### config.mk
export PLATFORM = sky130hd
export DESIGN_NAME = nzcv_flag_reg
export DESIGN_NICKNAME = d
export VERILOG_FILES = /design/src/rtl/cpu_flags_pkg.sv /design/src/rtl/nzcv_calc.sv /design/src/rtl/nzcv_flag_reg.sv
export SDC_FILE = /design/constraint.sdc
export NUM_CORES = 1
export LEC_CHECK = 0
export CORE_UTILIZATION = 40
export DETAILED_ROUTE_END_ITERATION = 8
export DONT_BUFFER_PORTS = 1
export HOLD_SLACK_MARGIN = 0.02
export PLACE_DENSITY = 0.65
export SYNTH_ARGS = -nofsm -noshare
export SYNTH_HDL_FRONTEND = slang
export SYNTH_SLANG_ARGS = --single-unit
### constraint.sdc
create_clock -name CLK -period 1.8 [get_ports CLK]
set_input_delay 0.09 -clock CLK [delete_from_list [all_inputs] [get_ports CLK]]
set_output_delay 0.09 -clock CLK [all_outputs]
set_load 0.05 [all_outputs]
### src/rtl/cpu_flags_pkg.sv
// Purpose: shared NZCV flag bit positions, op-class codes and pending-stage state type.
// Latency: n/a (declarations and a combinational helper only).
// Backpressure: n/a.
package cpu_flags_pkg;

    // Bit positions inside a 4-bit NZCV word.
    localparam int FLAG_N = 3;
    localparam int FLAG_Z = 2;
    localparam int FLAG_C = 1;
    localparam int FLAG_V = 0;

    // Flag-update class carried by each execute-stage instruction.
    localparam logic [1:0] OPC_ARITH = 2'b00;  // N Z C V
    localparam logic [1:0] OPC_LOGIC = 2'b01;  // N Z C(shifter), keep V
    localparam logic [1:0] OPC_MUL   = 2'b10;  // N Z, keep C V
    localparam logic [1:0] OPC_NONE  = 2'b11;  // no update

    typedef enum logic {
        PEND_EMPTY = 1'b0,
        PEND_FULL  = 1'b1
    } pend_state_e;

    // Per-bit merge: bits with mask=1 take wr_dat, the rest keep base.
    function automatic logic [3:0] merge_masked(input logic [3:0] base,
                                                input logic [3:0] wr_dat,
                                                input logic [3:0] wr_mask);
        return (base & ~wr_mask) | (wr_dat & wr_mask);
    endfunction

endpackage

### src/rtl/nzcv_calc.sv
// Purpose: derives the next NZCV word from an execute result and its op class.
// Latency: combinational, zero cycles.
// Backpressure: none; pure function of its inputs.
// Ports: result/op_class/alu_c/alu_v/shift_c from execute, keep_cv = current
//        forwarded {C,V} for classes that preserve them, next_flags = NZCV.
module nzcv_calc
    import cpu_flags_pkg::*;
#(
    parameter int DATA_W = 32
) (
    input  logic [DATA_W-1:0] result,
    input  logic [1:0]        op_class,
    input  logic              alu_c,
    input  logic              alu_v,
    input  logic              shift_c,
    input  logic [1:0]        keep_cv,
    output logic [3:0]        next_flags
);

    always_comb begin
        next_flags         = 4'b0000;
        next_flags[FLAG_N] = result[DATA_W-1];
        next_flags[FLAG_Z] = (result == '0);
        next_flags[FLAG_C] = keep_cv[1];
        next_flags[FLAG_V] = keep_cv[0];
        case (op_class)
            OPC_ARITH: begin
                next_flags[FLAG_C] = alu_c;
                next_flags[FLAG_V] = alu_v;
            end
            OPC_LOGIC: begin
                next_flags[FLAG_C] = shift_c;
            end
            default: begin
                // multiply keeps C and V; reserved never gets accepted
            end
        endcase
    end

endmodule

### src/rtl/nzcv_flag_reg.sv
// Purpose: one-entry pending stage plus committed NZCV register, masked direct writes, update counter.
// Latency: accept at edge k -> FLAG_FWD at k; FLAG_OUT at k+1 when that cycle is neither stalled nor flushed.
// Backpressure: STALL holds pending and counter (direct writes still land); FLUSH drops pending; 1 accept/cycle.
// Ports: EX_* execute-stage result and qualifiers; STALL/FLUSH pipeline control;
//        WR_VALID/WR_DATA/WR_MASK masked direct write; FLAG_OUT committed flags,
//        FLAG_FWD forwarded flags, FLAGS_PENDING pending occupancy, UPD_CNT commit count.
module nzcv_flag_reg
    import cpu_flags_pkg::*;
#(
    parameter int DATA_W = 32,
    parameter int CNT_W  = 8
) (
    input  logic              CLK,
    input  logic              RST_N,
    input  logic              EX_VALID,
    input  logic              EX_SET_FLAGS,
    input  logic              EX_COND_MATCH,
    input  logic [1:0]        EX_OP_CLASS,
    input  logic [DATA_W-1:0] EX_RESULT,
    input  logic              EX_ALU_C,
    input  logic              EX_ALU_V,
    input  logic              EX_SHIFT_C,
    input  logic              STALL,
    input  logic              FLUSH,
    input  logic              WR_VALID,
    input  logic [3:0]        WR_DATA,
    input  logic [3:0]        WR_MASK,
    output logic [3:0]        FLAG_OUT,
    output logic [3:0]        FLAG_FWD,
    output logic              FLAGS_PENDING,
    output logic [CNT_W-1:0]  UPD_CNT
);

    pend_state_e       state_q, state_d;
    logic [3:0]        pend_q;
    logic [3:0]        flag_out_q, flag_out_d;
    logic [CNT_W-1:0]  cnt_q;
    logic [3:0]        calc_flags;
    logic              accept;
    logic              load_pend;
    logic              commit;

    // FLAG_FWD depends only on registers, so the condition checker can use it
    // to form EX_COND_MATCH without a combinational loop.
    assign FLAG_FWD      = (state_q == PEND_FULL) ? pend_q : flag_out_q;
    assign FLAG_OUT      = flag_out_q;
    assign FLAGS_PENDING = (state_q == PEND_FULL);
    assign UPD_CNT       = cnt_q;

    assign accept = EX_VALID & EX_SET_FLAGS & EX_COND_MATCH &
                    (EX_OP_CLASS != OPC_NONE) & ~STALL & ~FLUSH;

    // Kept bits come from the forwarded view so a back-to-back instruction
    // inherits C/V from the still-uncommitted predecessor.
    nzcv_calc #(.DATA_W(DATA_W)) u_calc (
        .result     (EX_RESULT),
        .op_class   (EX_OP_CLASS),
        .alu_c      (EX_ALU_C),
        .alu_v      (EX_ALU_V),
        .shift_c    (EX_SHIFT_C),
        .keep_cv    ({FLAG_FWD[FLAG_C], FLAG_FWD[FLAG_V]}),
        .next_flags (calc_flags)
    );

    always_ff @(posedge CLK or negedge RST_N) begin
        if (!RST_N) begin
            state_q <= PEND_EMPTY;
        end else begin
            state_q <= state_d;
        end
    end

    always_comb begin
        state_d   = state_q;
        load_pend = 1'b0;
        commit    = 1'b0;
        case (state_q)
            PEND_EMPTY: begin
                if (accept) begin
                    state_d   = PEND_FULL;
                    load_pend = 1'b1;
                end
            end
            PEND_FULL: begin
                if (FLUSH) begin
                    state_d = PEND_EMPTY;
                end else if (!STALL) begin
                    commit = 1'b1;
                    if (accept) begin
                        load_pend = 1'b1;
                    end else begin
                        state_d = PEND_EMPTY;
                    end
                end
            end
            default: begin
                state_d = PEND_EMPTY;
            end
        endcase
    end

    // Direct write is applied after the commit so it wins per masked bit.
    always_comb begin
        flag_out_d = commit ? pend_q : flag_out_q;
        if (WR_VALID) begin
            flag_out_d = merge_masked(flag_out_d, WR_DATA, WR_MASK);
        end
    end

    always_ff @(posedge CLK or negedge RST_N) begin
        if (!RST_N) begin
            pend_q     <= 4'b0000;
            flag_out_q <= 4'b0000;
            cnt_q      <= '0;
        end else begin
            if (load_pend) begin
                pend_q <= calc_flags;
            end
            flag_out_q <= flag_out_d;
            if (commit && (cnt_q != {CNT_W{1'b1}})) begin
                cnt_q <= cnt_q + 1'b1;
            end
        end
    end

endmodule

Word level (Yosys, flattened, before mapping)
Cells that the tools add are included.
- register bits: 17
- output and inout port bits: 17
- logic and storage cells: 38
- $add $sub $neg: 1
- equality and inequality tests: 3
- multiplexer cells: 15
- bitwise operators: 12
- reduce and logical (&&, ||, !) cells: 3
- operators by type and width (operator ; number):
    32-bit zero test ; 1
    4-bit 2-to-1 mux ; 3
    1-bit 2-to-1 mux ; 9
    8-bit by 1-bit adder with 8-bit output, second input constant ; 1
    4-bit bitwise AND ; 2
    8-bit != test, second input constant ; 1
    1-bit one-hot mux with 2 select lines ; 3
    1-bit bitwise AND ; 5
    4-bit inverter ; 1
    4-bit OR ; 1
    1-bit inverter ; 3
    2-bit by 1-bit == test with 1-bit output, second input constant ; 1
    2-bit zero test ; 1
    2-bit != test, second input constant ; 1
    1-bit logical AND ; 1

Longest topological paths before layout
- depth after elaboration: 9
- gate-level depth with buffers: 5
- mapped depth without buffers: 5

Hierarchy
Synthesis repeated with hierarchy kept, for this count alone.
- cells, all modules: 90
- area, all modules: 948.4 sq um
- modules (own cells, without submodules) (module ; times used ; cells an instance ; area each (sq um) ; sequential area each (sq um)):
    nzcv_flag_reg ; 1 ; 73 ; 834.6 ; 425.4
    nzcv_calc ; 1 ; 17 ; 113.9 ; 0.0

Worst setup path after synthesis
No wires, ideal clock.
- path kind: register to register
- start: register cnt_q[0] (netlist: UPD_CNT[0])
- end: register cnt_q[1] (netlist: UPD_CNT[1])
- arrival: 1.714 ns
- setup slack: -0.042 ns
- stages on the path, launching flop included: 5
- path through: dfrtp_1 ha_1 nand3_1 o21ai_4 mux2_1
- word-level cells in the longest chain between the ends: 2
- RTL lines (element ; RTL line ; source):
    from (decl) ; nzcv_flag_reg.sv:37 ; logic [CNT_W-1:0] cnt_q;
    from (signal assigned) ; nzcv_flag_reg.sv:121 ; cnt_q <= cnt_q + 1'b1;
    branches (longest 2 deep; another with 8-bit by 1-bit adder with 8-bit output) ; -- ;
Parallel ways; which one is timed is not known.
A chain may end at the register's enable or synchronous reset.

Worst setup path in the final report
- start: register flag_out_q[0] (netlist: FLAG_OUT[0])
- end: output port FLAG_FWD[0]
- word-level cells in the longest chain between the ends: 1
- RTL lines (element ; RTL line ; source):
    from (decl) ; nzcv_flag_reg.sv:36 ; logic [3:0] flag_out_q, flag_out_d;
    from (signal assigned) ; nzcv_flag_reg.sv:119 ; flag_out_q <= flag_out_d;
    4-bit 2-to-1 mux ; nzcv_flag_reg.sv:45 ; assign FLAG_FWD = (state_q == PEND_FULL) ? pend_q : flag_out_q;
    to (decl) ; nzcv_flag_reg.sv:29 ; output logic [3:0] FLAG_FWD,
Every way passes these cells.

==> impl_metrics.yaml <==
place:
  dpl_cell_area_um2: 1050
  gp_congestion: 0.747
  dpl.hpwl_mm: 1.77
  place_worst_setup_slack_ps: 309
  port_buffers: 0
floorplanning:
  rows: 17
  ios: 70
  die_y_um: 50.1
  core_area_um2: 2190
  start_util_pct: 42.3
  die_w_um: 50.1
  die_area_um2: 2510
critical_path:
  ff2ff_setup_slack_ps: 290
  r2r_cells: 4
  rr_endpoint: "UPD_CNT[1]"
  r2r_start: "UPD_CNT[0]"
  cp.arrival_ps: 1440
  critPathKind: "reg -> out"
  path_max_fanout: 3
  crit_path_end_kind: "output port"
  critPathLaunchType: "register"
  worstPathRequired_ps: 1710
routing:
  drc: 0
  wl_mm: 2.54
  initialDrtViolationCount: 3
  ant_nets: 0
  routedWlPerCell_um: 16.1
  first_pass_iters: 4
  num_vias: 854
  avgViaCountPerCell: 5.41
timing:
  finalCritPeriodShare_pct: 84.9
  setup_viol: 0
  slew_headroom_pct: 49.5
  clock.fmax_mhz: 655
  fin_crit_ps: 1530
  slew_violations: 0
  finalSetupTns_ps: 0
  fin_skew_ps: 4.34
  hold_violations: 0
  final.setup.worst_slack_ps: 273
  tightest_slew_ps: 755
  rsz0062_at_grt: "no"
clock_network:
  clock_sinks: 17
  numCtsBuffers: 3
  cts_root_buf: "clkbuf_4"
  path_clk_slew_ps: 90
  htree_levels: 1
  clock_path_buffers: 2
  clock_latency_ps: 290
  cts_setup_buffers: 0
  cts_tree: "built"
  cts_resized: 0
synth:
  async_flop_share_pct: 100
  syn_area_um2: 927
  yosys_warnings: 0
  synth.top_cell.area_share_pct: 45.9
  synth-edff-count: 0
  ys_seq_area_share_pct: 45.9
  synth-main-ff-cell: "dfrtp_1"
  ys_seq_elements: 17
  synthTopCellsByCount: "dfrtp_1 (17), nand2_1 (11), nor2_1 (9)"
  syn-num-nets: 142
  syn_avg_cell_area_um2: 10.5
  synth.area.top_cells: "dfrtp_1 (46%), mux2i_1 (6.5%), mux2_2 (6.1%)"
  synth_top_area_cell: "dfrtp_1"
  yosys.cell_count.top_type: "dfrtp_1"
  synth.distinct_cells: 24
  syn_inst: 88
worst_hold_path:
  hold_depth: 3
  min-delay-path-class: "in -> reg"
  hold-path-endpoint: "pend_q[2]"
  hp-start: "EX_RESULT[30]"
power:
  finalPower_mw: 1.02
  p_per_area_nw_per_um2: 758
  p_leak_nw: 0.609
  peakVddDrop_v: 0.000417
global_route:
  grt_max_degree: 18
  grt_pass1_wl_mm: 3.95
  antenna_found_initial: 0
  grt.total_usage_pct: 21.9
  grt_pass1_vias: 889
  grt.overflow.total: 0
layout:
  fin_util_pct: 61.4
  fin_nets: 185
  drive_above_1_share_pct: 20.8
  syn2layout_area_growth_pct: 45.1
  final_cell_area_um2: 1350
  fill_cells: 178
  n_antenna_cell: 0
job:
  max_cap_violations: 0
status:
  outcome: "finished clean"
-- cells by family after synthesis --
group / synth area share (%)
fa+ha+maj: 1.35
simple gates: 23.2
flops: 45.9
xor+xnor: 6.61
buf+inv: 1.21
mux: 13.8
compound gates: 7.96
-- area by class of cell --
| class | count | area (um^2) | share of cell area [%] |
|---|---|---|---|
| flip-flops and latches | 17 | 429 | 31.9 |
| inverters | 1 | 3.75 | 0.279 |
| well taps | 28 | 35.0 | 2.60 |
| clock buffers | 4 | 26.3 | 1.95 |
| multi-input cells | 69 | 490 | 36.5 |
| repair buffers | 39 | 360 | 26.8 |
-- metrics by stage --
stage / std cells / hold slack (ps)
global route: 158 / 34.4
CTS: 158 / 20.0
floorplan: 88 / -206
detailed placement: 127 / -205
finish: 158 / 21.6
global placement: 127 / -205
-- sequential cells by signal, summed over array words and instances (netlist names) --
name and count:
pend_q 4, FLAGS_PENDING 1, UPD_CNT 8, FLAG_OUT 4
-- repair_timing --
action                     in CTS  in global routing
hold endpoints to repair       26                  0
hold buffers                   27                  0
setup endpoints to repair       0                  0
-- routing by layer --
layer	part of all wire, %	track usage, %	vias to the layer above	wire length [um]
li1	-	-	409	-
met3	8.5	6.06	7	215
met4	2.9	11.4	0	73
met5	0	0	-	0
met1	37	22.9	381	946
met2	51	39.3	57	1310
-- power by group --
| group | internal [mW] | switching, mW |
|---|---|---|
| clock | 0.0863 | 0.122 |
| combinational | 0.117 | 0.185 |
| sequential | 0.429 | 0.0798 |
-- placed cells by master, fill, tap and decap left out --
cell	count
dlygate4sd3_1	27
dfrtp_1	14
buf_4	12
nand2_1	11
nor2_1	9
nor4_1	8
mux2i_1	6
xor2_1	6
mux2_2	5
a21oi_1	5
nand4_1	4
dfrtp_2	3
clkbuf_4	3
nand3_1	2
o21ai_0	2
nor3b_4	1
a211oi_1	1
a22oi_1	1
o21ai_4	1
nor3_2	1
inv_1	1
mux2_1	1
xnor2_1	1
o31ai_1	1
nor3_1	1
nor4_4	1
ha_1	1
clkbuf_1	1
-- critical path, cell delays in order, from the launching register on --
cell and delay [ps]:
dfrtp_1 580, mux2_2 370, buf_4 190
-- worst max path at each step --
stage,startpoint,to,slack (ps),cells after the start
floorplan,UPD_CNT[3],UPD_CNT[1],90,3
global placement,UPD_CNT[0],UPD_CNT[1],370,4
detailed placement,UPD_CNT[0],UPD_CNT[1],310,4
CTS,FLAG_OUT[1],FLAG_FWD[1],270,2
global route,UPD_CNT[1],UPD_CNT[1],180,4
finish,FLAG_OUT[0],FLAG_FWD[0],270,2
Note: power is estimated with default switching activity, not from simulation.
